File: config.mk
export PLATFORM = sky130hd
export DESIGN_NAME = intr_controller
export DESIGN_NICKNAME = d
export VERILOG_FILES = /design/src/rtl/intr_controller.sv
export SDC_FILE = /design/constraint.sdc
export NUM_CORES = 1
export LEC_CHECK = 0
export BUFFER_PORTS_ARGS = -buffer_cell sky130_fd_sc_hd__buf_2
export CORE_MARGIN = 2
export CORE_UTILIZATION = 50
export DETAILED_ROUTE_END_ITERATION = 8
export GPL_ROUTABILITY_DRIVEN = 0
export PLACE_DENSITY_LB_ADDON = 0.25
export SYNTH_ARGS = -nofsm -noshare
export SYNTH_HDL_FRONTEND = slang
export SYNTH_SLANG_ARGS = --single-unit
export TNS_END_PERCENT = 20
File: constraint.sdc
create_clock -name clk -period 1.92 [get_ports clk]
set_input_delay 0.192 -clock clk [delete_from_list [all_inputs] [get_ports clk]]
set_output_delay 0.192 -clock clk [all_outputs]
set_load 0.03 [all_outputs]
File: src/rtl/intr_controller.sv
// intr_controller: N-line vectored interrupt controller with per-line enable,
// edge/level mode, fixed priority (index 0 highest) and nesting through an
// in-service register. One vector is presented to the CPU over a req/ack
// handshake; handlers are retired lowest-index-first on an EOI strobe.
module intr_controller #(
    parameter int unsigned        N_IRQ     = 8,
    parameter int unsigned        VEC_W     = 3,
    parameter logic [N_IRQ-1:0]   EDGE_MASK = '1
) (
    input  logic              clk,
    input  logic              reset,
    input  logic [N_IRQ-1:0]  irq_in,
    input  logic              en_wr,
    input  logic [N_IRQ-1:0]  en_din,
    input  logic              irq_ack,
    input  logic              eoi,
    output logic              irq_req,
    output logic [VEC_W-1:0]  irq_vec,
    output logic [N_IRQ-1:0]  pending,
    output logic [N_IRQ-1:0]  in_service
);

    typedef enum logic [0:0] {StIdle, StReq} state_e;

    localparam logic [N_IRQ-1:0] One = N_IRQ'(1);

    state_e             state_q, state_d;
    logic [N_IRQ-1:0]   irq_prev_q;
    logic [N_IRQ-1:0]   pending_q, pending_d;
    logic [N_IRQ-1:0]   in_service_q, in_service_d;
    logic [N_IRQ-1:0]   enable_q, enable_d;
    logic [VEC_W-1:0]   vec_q, vec_d;

    logic [N_IRQ-1:0]   set_req;
    logic [N_IRQ-1:0]   candidates;
    logic [N_IRQ-1:0]   isr_lowest;
    logic [N_IRQ-1:0]   preempt_mask;
    logic [N_IRQ-1:0]   eligible;
    logic [N_IRQ-1:0]   ack_onehot;
    logic [N_IRQ-1:0]   eoi_clear;
    logic               ack_fire;

    // Two's-complement trick: x & -x keeps only the lowest set bit.
    function automatic logic [N_IRQ-1:0] lowest_bit(input logic [N_IRQ-1:0] x);
        return x & (~x + One);
    endfunction

    // One-hot to index; OR-reduction keeps this a flat encoder.
    function automatic logic [VEC_W-1:0] encode(input logic [N_IRQ-1:0] onehot);
        logic [VEC_W-1:0] idx;
        idx = '0;
        for (int i = 0; i < int'(N_IRQ); i++) begin
            if (onehot[i]) begin
                idx = idx | VEC_W'(i);
            end
        end
        return idx;
    endfunction

    // Source detection: rising edge for edge lines, every high cycle for level lines.
    always_comb begin
        set_req = (irq_in & ~irq_prev_q & EDGE_MASK) | (irq_in & ~EDGE_MASK);
    end

    // Priority/preemption: only lines strictly above the active handler may request.
    always_comb begin
        candidates   = pending_q & enable_q;
        isr_lowest   = lowest_bit(in_service_q);
        preempt_mask = (in_service_q == '0) ? '1 : (isr_lowest - One);
        eligible     = candidates & preempt_mask;
    end

    // Handshake side effects on pending/in-service; EOI acts before the ack set.
    always_comb begin
        ack_fire     = (state_q == StReq) && irq_ack;
        ack_onehot   = ack_fire ? (One << vec_q) : '0;
        eoi_clear    = eoi ? isr_lowest : '0;
        pending_d    = (pending_q & ~ack_onehot) | set_req;
        in_service_d = (in_service_q & ~eoi_clear) | ack_onehot;
        enable_d     = en_wr ? en_din : enable_q;
    end

    // FSM next state: latch the winning vector in idle, hold it until acked.
    always_comb begin
        state_d = state_q;
        vec_d   = vec_q;
        unique case (state_q)
            StIdle: begin
                if (eligible != '0) begin
                    state_d = StReq;
                    vec_d   = encode(lowest_bit(eligible));
                end
            end
            StReq: begin
                if (irq_ack) begin
                    state_d = StIdle;
                end
            end
            default: begin
                state_d = StIdle;
            end
        endcase
    end

    // State registers with synchronous reset.
    always_ff @(posedge clk) begin
        if (reset) begin
            state_q      <= StIdle;
            irq_prev_q   <= '0;
            pending_q    <= '0;
            in_service_q <= '0;
            enable_q     <= '0;
            vec_q        <= '0;
        end else begin
            state_q      <= state_d;
            irq_prev_q   <= irq_in;
            pending_q    <= pending_d;
            in_service_q <= in_service_d;
            enable_q     <= enable_d;
            vec_q        <= vec_d;
        end
    end

    // Outputs come straight from registers.
    always_comb begin
        irq_req    = (state_q == StReq);
        irq_vec    = vec_q;
        pending    = pending_q;
        in_service = in_service_q;
    end

endmodule

==> results.cfg, run 1 <==
[global_route]
pin_count_of_the_biggest_net_entering_global_routing = 37
grt.total_usage_pct = 21.7
first_global_vias = 1232
initial_antenna_violation_count = 0
grt_overflow_total = 0
grt_first_pass_wirelength_mm = 5.30

[setup_path]
setup.worst_path.class = flop to flop
worst_path_max_delay_cell = sky130_fd_sc_hd__a2111oi_0
cp.buffers_inverters = 0
cp_slowest_stage_delay_ns = 0.44
cp_data_required_time_ns = 2.19
cp.arrival_ns = 1.81
cp_max_fo = 5
worst_setup_path_start_kind = flop
crit_path_end_kind = flop
cp_top_family = compound AO/OA/AOI/OAI gates
crit_chain = and3b_1 > a32oi_1 > a2111oi_0 > nor2_1 > a221oi_2

[floorplanning]
die_h_um = 57.5
die_width_um = 57.5
fp.dieArea_um2 = 3300
floorplan.io_pins = 41
placement_rows = 19
start_util_pct = 52.3
fp.coreArea_um2 = 2730

[worst_hold_path]
timing.hold.worst.class = primary input to flop

[synthesis]
synth_flop_cell = sky130_fd_sc_hd__dfxtp_1
ys_ff_latch = 36
synth_top_cells_by_area = sky130_fd_sc_hd__dfxtp_1, sky130_fd_sc_hd__nor2b_1, sky130_fd_sc_hd__a21oi_1
synth.distinct_cells = 31
mapped_area_um2 = 1430
nets_in_the_synthesized_netlist = 178
yosys.area.top_type_share_pct = 50.4
synth_warnings = 0
synth_async_sr_flop_share_pct = 0
synth-seq-area-share_pct = 50.4
synth-edff-count = 0
post_synth_inst_count = 157
post_synth.cell_area_avg_um2 = 9.11
area_leader_netlist = sky130_fd_sc_hd__dfxtp_1

[cts]
cts.path.max_buffers = 2
cts_root_buffer = sky130_fd_sc_hd__clkbuf_4
postCtsHoldBufs = 0
clk_pin_slew_worst_paths_ns = 0.12
postCtsSetupRepairBufs = 0
clock-sinks = 36
clock_tree_from_tritoncts = done
clk_latency_ns = 0.35
htreeDepth = 2
cts.repair.resized = 0
cts-buffers-inserted = 5

[sta]
setup_slack_ns = 0.377
max_slew_margin_pct = 58.7
finalWorstPathRequiredPeriod_ns = 1.54
finalMaxSlewViolations = 0
setup_viol = 0
final.period_utilization_pct = 80.3
report.final.hold_viol_count = 0
setup-tns-final_ns = 0
rsz0062_at_grt = false
finalClockSkew_ns = 0.00942
max_freq_mhz = 648
worst-slew-pin-transition_ns = 0.620

[power_and_ir_drop]
switching_power_w = 0.000465
power.share.clock_pct = 33.2
peakVddDrop_uv = 920
power.internal_w = 0.00117
combPwrFrac_pct = 15.2
switching_share_pct = 28.5
cellLeakagePower_nw = 0.771
power_frac_seq_pct = 51.6
power_density_nw_per_um2 = 950

[job]
max_cap_violations = 0

[placement]
port-buffer-count = 40
place_worst_setup_slack_ns = 0.389
numPlacedInstances = 223
post-dp-hpwl_mm = 2.37

[route]
route.detailed.drc = 0
wirelength_mm = 3.16
ant_nets = 0
number_of_detailed_routing_iterations_run_before_antenna_repair = 4
vias_per_cell = 5.45
detail_route.iter0.violations = 35
routed_wire_length_per_instance_um = 13.7
vias = 1260

[final_layout]
drive_gt1_share_pct = 26.5
final_util_pct = 62.8
fillers = 237
num-nets-final = 220
area_delta_synth_final_pct = 20.0
n_antenna_cell = 0
final-instance-count-excl-fill = 231

[status]
run_status = completed
[metrics by stage]
| stage | total power [W] | instance area, um2 | hold slack (ns) |
|---|---|---|---|
| 2_1_floorplan | 0.00103 | 1430 | 0.320 |
| 3_3_place_gp | 0.00110 | 1630 | 0.414 |
| 3_5_place_dp | 0.00111 | 1630 | 0.419 |
| 4_1_cts | 0.00165 | 1720 | 0.0429 |
| 5_1_grt | 0.00171 | 1720 | 0.0619 |
| 6_report | 0.00163 | 1720 | 0.0556 |
[placed cells by master, fill, tap and decap left out]
cell type | Yosys | routed
sky130_fd_sc_hd__a21oi_1 | 19 | 19
sky130_fd_sc_hd__and3_1 | 1 | 1
sky130_fd_sc_hd__o31ai_1 | 3 | 3
sky130_fd_sc_hd__nand2_1 | 12 | 12
sky130_fd_sc_hd__a21oi_2 | 1 | 1
sky130_fd_sc_hd__inv_1 | 4 | 4
sky130_fd_sc_hd__buf_2 | 0 | 40
sky130_fd_sc_hd__inv_6 | 0 | 1
sky130_fd_sc_hd__nand3_1 | 6 | 6
sky130_fd_sc_hd__o21ai_0 | 5 | 5
sky130_fd_sc_hd__a32oi_1 | 1 | 1
sky130_fd_sc_hd__a31o_2 | 1 | 1
sky130_fd_sc_hd__a211o_1 | 1 | 1
sky130_fd_sc_hd__a311o_1 | 1 | 1
sky130_fd_sc_hd__a31oi_1 | 1 | 1
sky130_fd_sc_hd__and2_1 | 2 | 2
sky130_fd_sc_hd__nor4b_1 | 1 | 1
sky130_fd_sc_hd__and3b_1 | 1 | 1
sky130_fd_sc_hd__a2111oi_0 | 1 | 1
sky130_fd_sc_hd__bufinv_16 | 0 | 1
sky130_fd_sc_hd__o21ai_2 | 1 | 1
sky130_fd_sc_hd__nand3b_1 | 2 | 2
sky130_fd_sc_hd__clkinvlp_4 | 0 | 1
sky130_fd_sc_hd__nand4bb_1 | 1 | 1
sky130_fd_sc_hd__a211oi_1 | 2 | 2
sky130_fd_sc_hd__a221oi_2 | 1 | 1
sky130_fd_sc_hd__mux2i_1 | 8 | 8
sky130_fd_sc_hd__dfxtp_1 | 36 | 36
sky130_fd_sc_hd__nor3_2 | 1 | 1
sky130_fd_sc_hd__nor2b_1 | 16 | 16
sky130_fd_sc_hd__nor2_1 | 22 | 22
sky130_fd_sc_hd__clkbuf_4 | 0 | 5
sky130_fd_sc_hd__nand2b_1 | 1 | 1
[power groups by stage]
stage | combinational, W | sequential, W | clock (W)
6_report | 0.000248 | 0.000841 | 0.000542
4_1_cts | 0.000250 | 0.000841 | 0.000560
2_1_floorplan | 0.000128 | 0.000901 | 0
3_5_place_dp | 0.000248 | 0.000857 | 0
3_3_place_gp | 0.000242 | 0.000854 | 0
5_1_grt | 0.000273 | 0.000849 | 0.000587
[flip-flops by register name (all words and copies together) (netlist names)]
| register | cells |
|---|---|
| enable_q | 8 |
| in_service | 8 |
| irq_prev_q | 8 |
| pending | 8 |
| irq_vec | 3 |
| irq_req | 1 |
[routing by layer]
| layer | part of all wire (%) | GRT usage [%] | routed length [um] | vias up |
|---|---|---|---|---|
| li1 | - | - | - | 633 |
| met1 | 43 | 24.6 | 1360 | 574 |
| met2 | 48 | 35.9 | 1520 | 47 |
| met3 | 7.1 | 6.12 | 223 | 6 |
| met4 | 1.6 | 13.0 | 51 | 0 |
| met5 | 0 | 0 | 0 | - |
[cell families (layout without fill, tap and decap cells)]
| group | count (synthesis) | in the layout | share of synthesized area [%] |
|---|---|---|---|
| flip-flops | 36 | 36 | 50.4 |
| AO/OA/AOI/OAI | 38 | 38 | 16.9 |
| buffers and inverters | 9 | 52 | 3.59 |
| AND/OR/NAND/NOR | 66 | 66 | 23.5 |
| multiplexers | 8 | 8 | 5.60 |
[cells in the mapped netlist, types with 2 or more instances]
cell,number
sky130_fd_sc_hd__clkbuf_1,3
sky130_fd_sc_hd__nor2_1,22
sky130_fd_sc_hd__nand3_1,6
sky130_fd_sc_hd__nor2b_1,16
sky130_fd_sc_hd__and2_1,2
sky130_fd_sc_hd__nand2_1,12
sky130_fd_sc_hd__a21oi_1,19
sky130_fd_sc_hd__o21ai_0,5
sky130_fd_sc_hd__nand3b_1,2
sky130_fd_sc_hd__o31ai_1,3
sky130_fd_sc_hd__mux2i_1,8
sky130_fd_sc_hd__inv_1,4
sky130_fd_sc_hd__a211oi_1,2
sky130_fd_sc_hd__dfxtp_1,36
[area by class of cell]
| class | count | area [um2] | area share (%) |
|---|---|---|---|
| clock inverters | 3 | 46.3 | 2.70 |
| well taps | 31 | 38.8 | 2.26 |
| repair buffers | 40 | 200 | 11.7 |
| flip-flops and latches | 36 | 721 | 42.0 |
| clock buffers | 5 | 37.5 | 2.19 |
| multi-input cells | 112 | 658 | 38.3 |
| inverters | 4 | 15.0 | 0.875 |
[final timing paths]
path / start / endpoint / slack (ns) / cells after the start
worst max register to register: in_service[3]$_SDFF_PP0_ / irq_vec[0]$_SDFFE_PP0P_ / 0.38 / 5
worst min register to register: in_service[3]$_SDFF_PP0_ / in_service[3]$_SDFF_PP0_ / 0.51 / 2
worst max-delay path: in_service[3]$_SDFF_PP0_ / irq_vec[0]$_SDFFE_PP0P_ / 0.38 / 5
worst min-delay path: irq_in[3] / irq_prev_q[3]$_SDFF_PP0_ / 0.06 / 2
[worst reg2reg max path, cell delays in order, from the launching register on]
cell                        delay, ns
sky130_fd_sc_hd__dfxtp_1         0.36
sky130_fd_sc_hd__and3b_1         0.27
sky130_fd_sc_hd__a32oi_1         0.06
sky130_fd_sc_hd__a2111oi_0       0.44
sky130_fd_sc_hd__nor2_1          0.10
sky130_fd_sc_hd__a221oi_2        0.23
Power figures use the tool's default switching activity.
==> run 2, diff against run 1 <==
ABC_AREA = 1   (was unset)
CORE_UTILIZATION = 46   (was 50)
clock period = 1.24 ns   (was 1.92 ns; I/O delays follow)
==> run 2 against run 1 <==
  * Worst setup slack got worse by 0.43 ns
  * Synthesized area rose by 5.6%
  * Synthesized cell count rose by 39%
  * Clock skew rose by 0.0020 ns
  * First-iteration DRC count rose by 97%
  * The run now ends with setup timing left
  * Non-clock buffer count rose by 15
  * Hold slack got worse by 0.048 ns
==> results.cfg, run 2 <==
[status]
run_status = complete, but fails checks
failed_checks = setup timing

[sta]
setup_slack_ns = -0.0566
report.final.hold_viol_count = 0
final.period_utilization_pct = 105
max_freq_mhz = 771
rsz0062_at_grt = true
worst-slew-pin-transition_ns = 0.318
setup_viol = 4
finalWorstPathRequiredPeriod_ns = 1.30
finalClockSkew_ns = 0.0114
finalMaxSlewViolations = 0
max_slew_margin_pct = 78.7
setup-tns-final_ns = -0.109

[synthesis]
synth.cells.most_frequent = sky130_fd_sc_hd__nor2_1, sky130_fd_sc_hd__nand2_1, sky130_fd_sc_hd__dfxtp_1
ys_ff_latch = 36
synth.distinct_cells = 16
post_synth_inst_count = 218
share_of_synthesized_cell_area_in_and_or_nand_and_nor_gates_pct = 32.1
nets_in_the_synthesized_netlist = 239
synth_warnings = 0
mapped_area_um2 = 1510
synth_top_cells_by_area = sky130_fd_sc_hd__dfxtp_1, sky130_fd_sc_hd__nor2_1, sky130_fd_sc_hd__nand2_1
area_leader_netlist = sky130_fd_sc_hd__dfxtp_1
synth_flop_cell = sky130_fd_sc_hd__dfxtp_1
synth_compound_gate_area_share_pct = 11.4
post_synth.cell_area_avg_um2 = 6.93
synthXorXnorAreaFrac_pct = 0
yosys.area.top_type_share_pct = 47.7
synth_most_common_cell = sky130_fd_sc_hd__nor2_1
post_synth_fa_ha_maj_area_fraction_pct = 0
synth_async_sr_flop_share_pct = 0
synth_top_family_by_area = simple AND/OR/NAND/NOR gates
yosys-mux-area-fraction_pct = 0
synth-edff-count = 0
synth-seq-area-share_pct = 47.7

[final_layout]
sequential_cell_area_um2 = 734
drive_gt1_share_pct = 24.9
fillers = 300
n_antenna_cell = 0
final-instance-count-excl-fill = 321
combined_area_of_the_multi_input_logic_cells_um2 = 663
mostFrequentLayoutCell = sky130_fd_sc_hd__nor2_1
num-nets-final = 297
area_delta_synth_final_pct = 31.0
final_cell_mix = sky130_fd_sc_hd__nor2_1, sky130_fd_sc_hd__buf_2, sky130_fd_sc_hd__nand2_1

[route]
vias_per_cell = 4.65
vias = 1494
routed_wire_length_per_instance_um = 10.7
route.detailed.drc = 0
ant_nets = 0
number_of_detailed_routing_iterations_run_before_antenna_repair = 4
detail_route.iter0.violations = 69
wirelength_mm = 3.44

[floorplanning]
floorplan.io_pins = 41
placement_rows = 20
die_h_um = 61.3
start_util_pct = 49.1
fp.dieArea_um2 = 3760
fp.coreArea_um2 = 3080
die_width_um = 61.3

[setup_path]
setup_slack_of_the_most_critical_reg_to_reg_path_ns = -0.06
cp.arrival_ns = 1.59
setup.worst_path.class = flop to flop
reg2reg_depth = 9
worst_setup_path_start_kind = flop
crit_path_end_kind = flop
cp_max_fo = 7
cp_data_required_time_ns = 1.53
reg2reg_to = irq_vec[2]$_SDFFE_PP0P_
startpoint = in_service[0]$_SDFF_PP0_
reg2reg_from = in_service[0]$_SDFF_PP0_
endpoint = irq_vec[2]$_SDFFE_PP0P_

[cts]
cts_root_buffer = sky130_fd_sc_hd__clkbuf_4
clock-sinks = 36
clock_tree_from_tritoncts = done
cts-buffers-inserted = 5
clk_pin_slew_worst_paths_ns = 0.11
clk_latency_ns = 0.35
cts.path.max_buffers = 2
htreeDepth = 2

[global_route]
first_global_vias = 1311
grt_first_pass_wirelength_mm = 5.68
pin_count_of_the_biggest_net_entering_global_routing = 25
grt_overflow_total = 0
grt.total_usage_pct = 21.1
initial_antenna_violation_count = 0

[power_and_ir_drop]
peakVddDrop_uv = 835
power_density_nw_per_um2 = 1320
post-layout-total-power_w = 0.00262
cellLeakagePower_nw = 1.03

[job]
max_cap_violations = 0

[placement]
numPlacedInstances = 301
post-dp-hpwl_mm = 2.51
port-buffer-count = 40

[worst_hold_path]
timing.hold.worst.class = primary input to flop
## run 2: cell types whose count changed in the layout (fill, tap and decap cells not counted), moves of 9 or more
cell	previous run	this run
sky130_fd_sc_hd__nor2_1	22	58
sky130_fd_sc_hd__inv_1	4	29
sky130_fd_sc_hd__nand2_1	12	36
sky130_fd_sc_hd__nor2b_1	16	0
sky130_fd_sc_hd__dlygate4sd3_1	0	11
sky130_fd_sc_hd__dfxtp_1	36	27
sky130_fd_sc_hd__o21ai_0	5	14
## run 2: cell families (layout without fill, tap and decap cells)
family,Yosys count,after routing
compound gates,34,34
buf+inv,33,92
flops,36,36
simple gates,115,115
## run 2: what timing repair did
item / 4_1_cts / 5_1_grt
endpoints found under the hold margin: 10 / 1
pin swaps: 0 / 2
setup endpoints to repair: 3 / 6
resized for setup: 0 / 2
setup buffers: 0 / 1
hold buffers: 10 / 1
## run 2: area by class of cell
| cell class | count | area share (%) |
|---|---|---|
| Clock inverter | 2 | 1.77 |
| Sequential cell | 36 | 37.1 |
| Multi-Input combinational cell | 149 | 33.5 |
| Inverter | 29 | 5.50 |
| Tap cell | 44 | 2.78 |
| Clock buffer | 6 | 2.09 |
| Timing Repair Buffer | 55 | 17.2 |
## run 2: metrics by stage
step	utilization [%]	hold WS [ns]	setup slack [ns]	cell area (um2)
after floorplan	-	0.249	0.0106	1520
after global placement	57.8	0.337	-0.0298	1780
after detailed placement	57.8	0.346	-0.0253	1780
after CTS	63.5	0.00538	-0.0585	1960
after global routing	64.3	0.00109	-0.198	1980
final	64.3	0.00779	-0.0566	1980
## run 2: power breakdown
group | internal [W] | switching (W)
Combinational | 0.000189 | 0.000316
Sequential | 0.00124 | 0.0000647
Clock | 0.000422 | 0.000392
Total | 0.00185 | 0.000773
## run 2: metal layers
layer / vias to the layer above / global-route usage (%) / part of all wire [%]
met1: 651 / 27.9 / 47
met3: 7 / 8.19 / 5.2
met5: - / 0 / 0
met2: 41 / 32.4 / 46
met4: 0 / 5.59 / 2.0
li1: 795 / - / -
## run 2: critical path, stage by stage, from the launching register on
cell	delay, ns
sky130_fd_sc_hd__dfxtp_4	0.37
sky130_fd_sc_hd__nor2_4	0.18
sky130_fd_sc_hd__nand3_1	0.18
sky130_fd_sc_hd__o21ai_1	0.11
sky130_fd_sc_hd__nor2_1	0.06
sky130_fd_sc_hd__nand2_2	0.06
sky130_fd_sc_hd__nand2_2	0.07
sky130_fd_sc_hd__nand2_1	0.07
sky130_fd_sc_hd__nand2_1	0.05
sky130_fd_sc_hd__nor2_1	0.09
## run 2: worst min path at each step
| stage | from | to | slack, ns | depth (start not counted) |
|---|---|---|---|---|
| after floorplan | irq_in[0] | irq_prev_q[0]$_SDFF_PP0_ | 0.25 | 2 |
| after global placement | irq_in[0] | irq_prev_q[0]$_SDFF_PP0_ | 0.34 | 3 |
| after detailed placement | irq_in[3] | irq_prev_q[3]$_SDFF_PP0_ | 0.35 | 3 |
| after CTS | en_din[1] | enable_q[1]$_SDFFE_PP0P_ | 0.005 | 3 |
| after global routing | en_din[3] | enable_q[3]$_SDFFE_PP0P_ | 0.001 | 3 |
| final | en_din[1] | enable_q[1]$_SDFFE_PP0P_ | 0.008 | 3 |
==> run 3, diff against run 2 <==
CTS_BUF_LIST = sky130_fd_sc_hd__clkbuf_16   (was unset)
==> run 3 against run 2 <==
  * The run still ends with setup timing left
  * Worst setup slack worse by 0.036 ns
  * Die area unchanged
  * Via count is 2.3% lower
  * Critical path depth stayed put
  * Cell count is 3.4% lower
  * Sequential power barely moved
  * Fmax is 2.7% lower
  * Combinational power down 2%
  * Total power is 22% higher
  * Final area fell by 0.25%
  * Non-clock buffer count decreased by 11
  * Critical endpoint unchanged
  * Largest power group is now the clock network
  * Highest routed layer unchanged
==> results.cfg, run 3 (synthesis gave the netlist of run 2 again) <==
[status]
run_status = complete, but fails checks
failed_checks = setup timing

[power_and_ir_drop]
power_density_nw_per_um2 = 1620
post-layout-total-power_w = 0.00320
cellLeakagePower_nw = 1.03
peakVddDrop_uv = 923

[setup_path]
cp.arrival_ns = 1.55
reg2reg_depth = 9
startpoint = in_service[0]$_SDFF_PP0_
cp_max_fo = 7
worst_setup_path_start_kind = flop
reg2reg_to = irq_vec[2]$_SDFFE_PP0P_
setup_slack_of_the_most_critical_reg_to_reg_path_ns = -0.09
cp_data_required_time_ns = 1.46
endpoint = irq_vec[2]$_SDFFE_PP0P_
reg2reg_from = in_service[0]$_SDFF_PP0_
setup.worst_path.class = flop to flop
crit_path_end_kind = flop

[sta]
rsz0062_at_grt = true
finalMaxSlewViolations = 0
report.final.hold_viol_count = 0
setup_slack_ns = -0.0929
final.period_utilization_pct = 107
finalWorstPathRequiredPeriod_ns = 1.33
max_slew_margin_pct = 78.8
setup-tns-final_ns = -0.222
finalClockSkew_ns = 0.00169
max_freq_mhz = 750
setup_viol = 4
worst-slew-pin-transition_ns = 0.318

[floorplanning]
start_util_pct = 49.1
die_width_um = 61.3
floorplan.io_pins = 41
fp.coreArea_um2 = 3080
placement_rows = 20
fp.dieArea_um2 = 3760
die_h_um = 61.3

[placement]
post-dp-hpwl_mm = 2.51
port-buffer-count = 40

[final_layout]
area_delta_synth_final_pct = 30.7
num-nets-final = 286
final_cell_mix = sky130_fd_sc_hd__nor2_1, sky130_fd_sc_hd__buf_2, sky130_fd_sc_hd__nand2_1
fillers = 304
mostFrequentLayoutCell = sky130_fd_sc_hd__nor2_1
n_antenna_cell = 0
drive_gt1_share_pct = 26.7

[job]
max_cap_violations = 0

[cts]
cts.path.max_buffers = 2
cts-buffers-inserted = 5
htreeDepth = 2
clk_pin_slew_worst_paths_ns = 0.05
clock-sinks = 36
clk_latency_ns = 0.28
cts_root_buffer = sky130_fd_sc_hd__clkbuf_16
clock_tree_from_tritoncts = done

[route]
number_of_detailed_routing_iterations_run_before_antenna_repair = 5
ant_nets = 0
vias = 1460
detail_route.iter0.violations = 62
vias_per_cell = 4.71
wirelength_mm = 3.46
route.detailed.drc = 0
routed_wire_length_per_instance_um = 11.1

[worst_hold_path]
timing.hold.worst.class = primary input to flop

[global_route]
initial_antenna_violation_count = 0
grt.total_usage_pct = 20.7
pin_count_of_the_biggest_net_entering_global_routing = 25
grt_first_pass_wirelength_mm = 5.58
grt_overflow_total = 0
first_global_vias = 1277
[run 3: worst min-delay path by stage]
stage	endpoint	startpoint	cells past startpoint	slack, ns
2_1_floorplan	irq_prev_q[0]$_SDFF_PP0_	irq_in[0]	2	0.25
3_3_place_gp	irq_prev_q[0]$_SDFF_PP0_	irq_in[0]	3	0.34
5_1_grt	irq_prev_q[3]$_SDFF_PP0_	irq_in[3]	3	0.06
4_1_cts	irq_prev_q[3]$_SDFF_PP0_	irq_in[3]	3	0.06
3_5_place_dp	irq_prev_q[3]$_SDFF_PP0_	irq_in[3]	3	0.35
6_report	irq_prev_q[3]$_SDFF_PP0_	irq_in[3]	3	0.06
[run 3: report_power, final]
group,internal (W),switching [W],leakage (nW)
clock,0.000936,0.000462,0.0850
sequential,0.00124,0.0000641,0.302
combinational,0.000172,0.000324,0.647
total,0.00235,0.000850,1.03
[run 3: cell type report]
class                           instances  area, um2  share of cell area, %
Clock buffer                            5        125                   6.34
Clock inverter                          3       38.8                   1.97
Inverter                               29        109                   5.52
Multi-Input combinational cell        149        681                   34.5
Sequential cell                        36        734                   37.2
Tap cell                               44       55.1                   2.79
Timing Repair Buffer                   44        230                   11.7
[run 3: routing by layer]
metal,wire length (um),share of wire (%),GRT usage [%]
met5,0,0,0
met4,78,2.3,9.63
met1,1610,46,27.2
met3,218,6.3,5.67
met2,1550,45,31.6
[run 3: per-stage QoR]
stage	cells	hold slack [ns]	util [%]	instance area, um2	worst slack [ns]
after CTS	309	0.0570	63.1	1940	-0.0714
after detailed placement	301	0.346	57.8	1780	-0.0253
after global routing	310	0.0617	64.1	1970	-0.192
final	310	0.0568	64.1	1970	-0.0929
after floorplan	218	0.249	-	1520	0.0106
after global placement	301	0.337	57.8	1780	-0.0298
[run 3: critical path, stage by stage (launching register included)]
cell	delay, ns
sky130_fd_sc_hd__dfxtp_4	0.36
sky130_fd_sc_hd__nor2_4	0.20
sky130_fd_sc_hd__nand3_2	0.15
sky130_fd_sc_hd__o21ai_1	0.14
sky130_fd_sc_hd__nor2_1	0.06
sky130_fd_sc_hd__nand2_2	0.09
sky130_fd_sc_hd__nand2_4	0.06
sky130_fd_sc_hd__nand2_2	0.06
sky130_fd_sc_hd__nand2_1	0.04
sky130_fd_sc_hd__nor2_1	0.11
[run 3: repair_timing]
action | in CTS | in global routing
pin swaps | 0 | 7
hold endpoints to repair | 0 | 0
resized for setup | 0 | 6
setup endpoints to repair | 3 | 7
buffers inserted | 0 | 1
hold buffers | 0 | 0
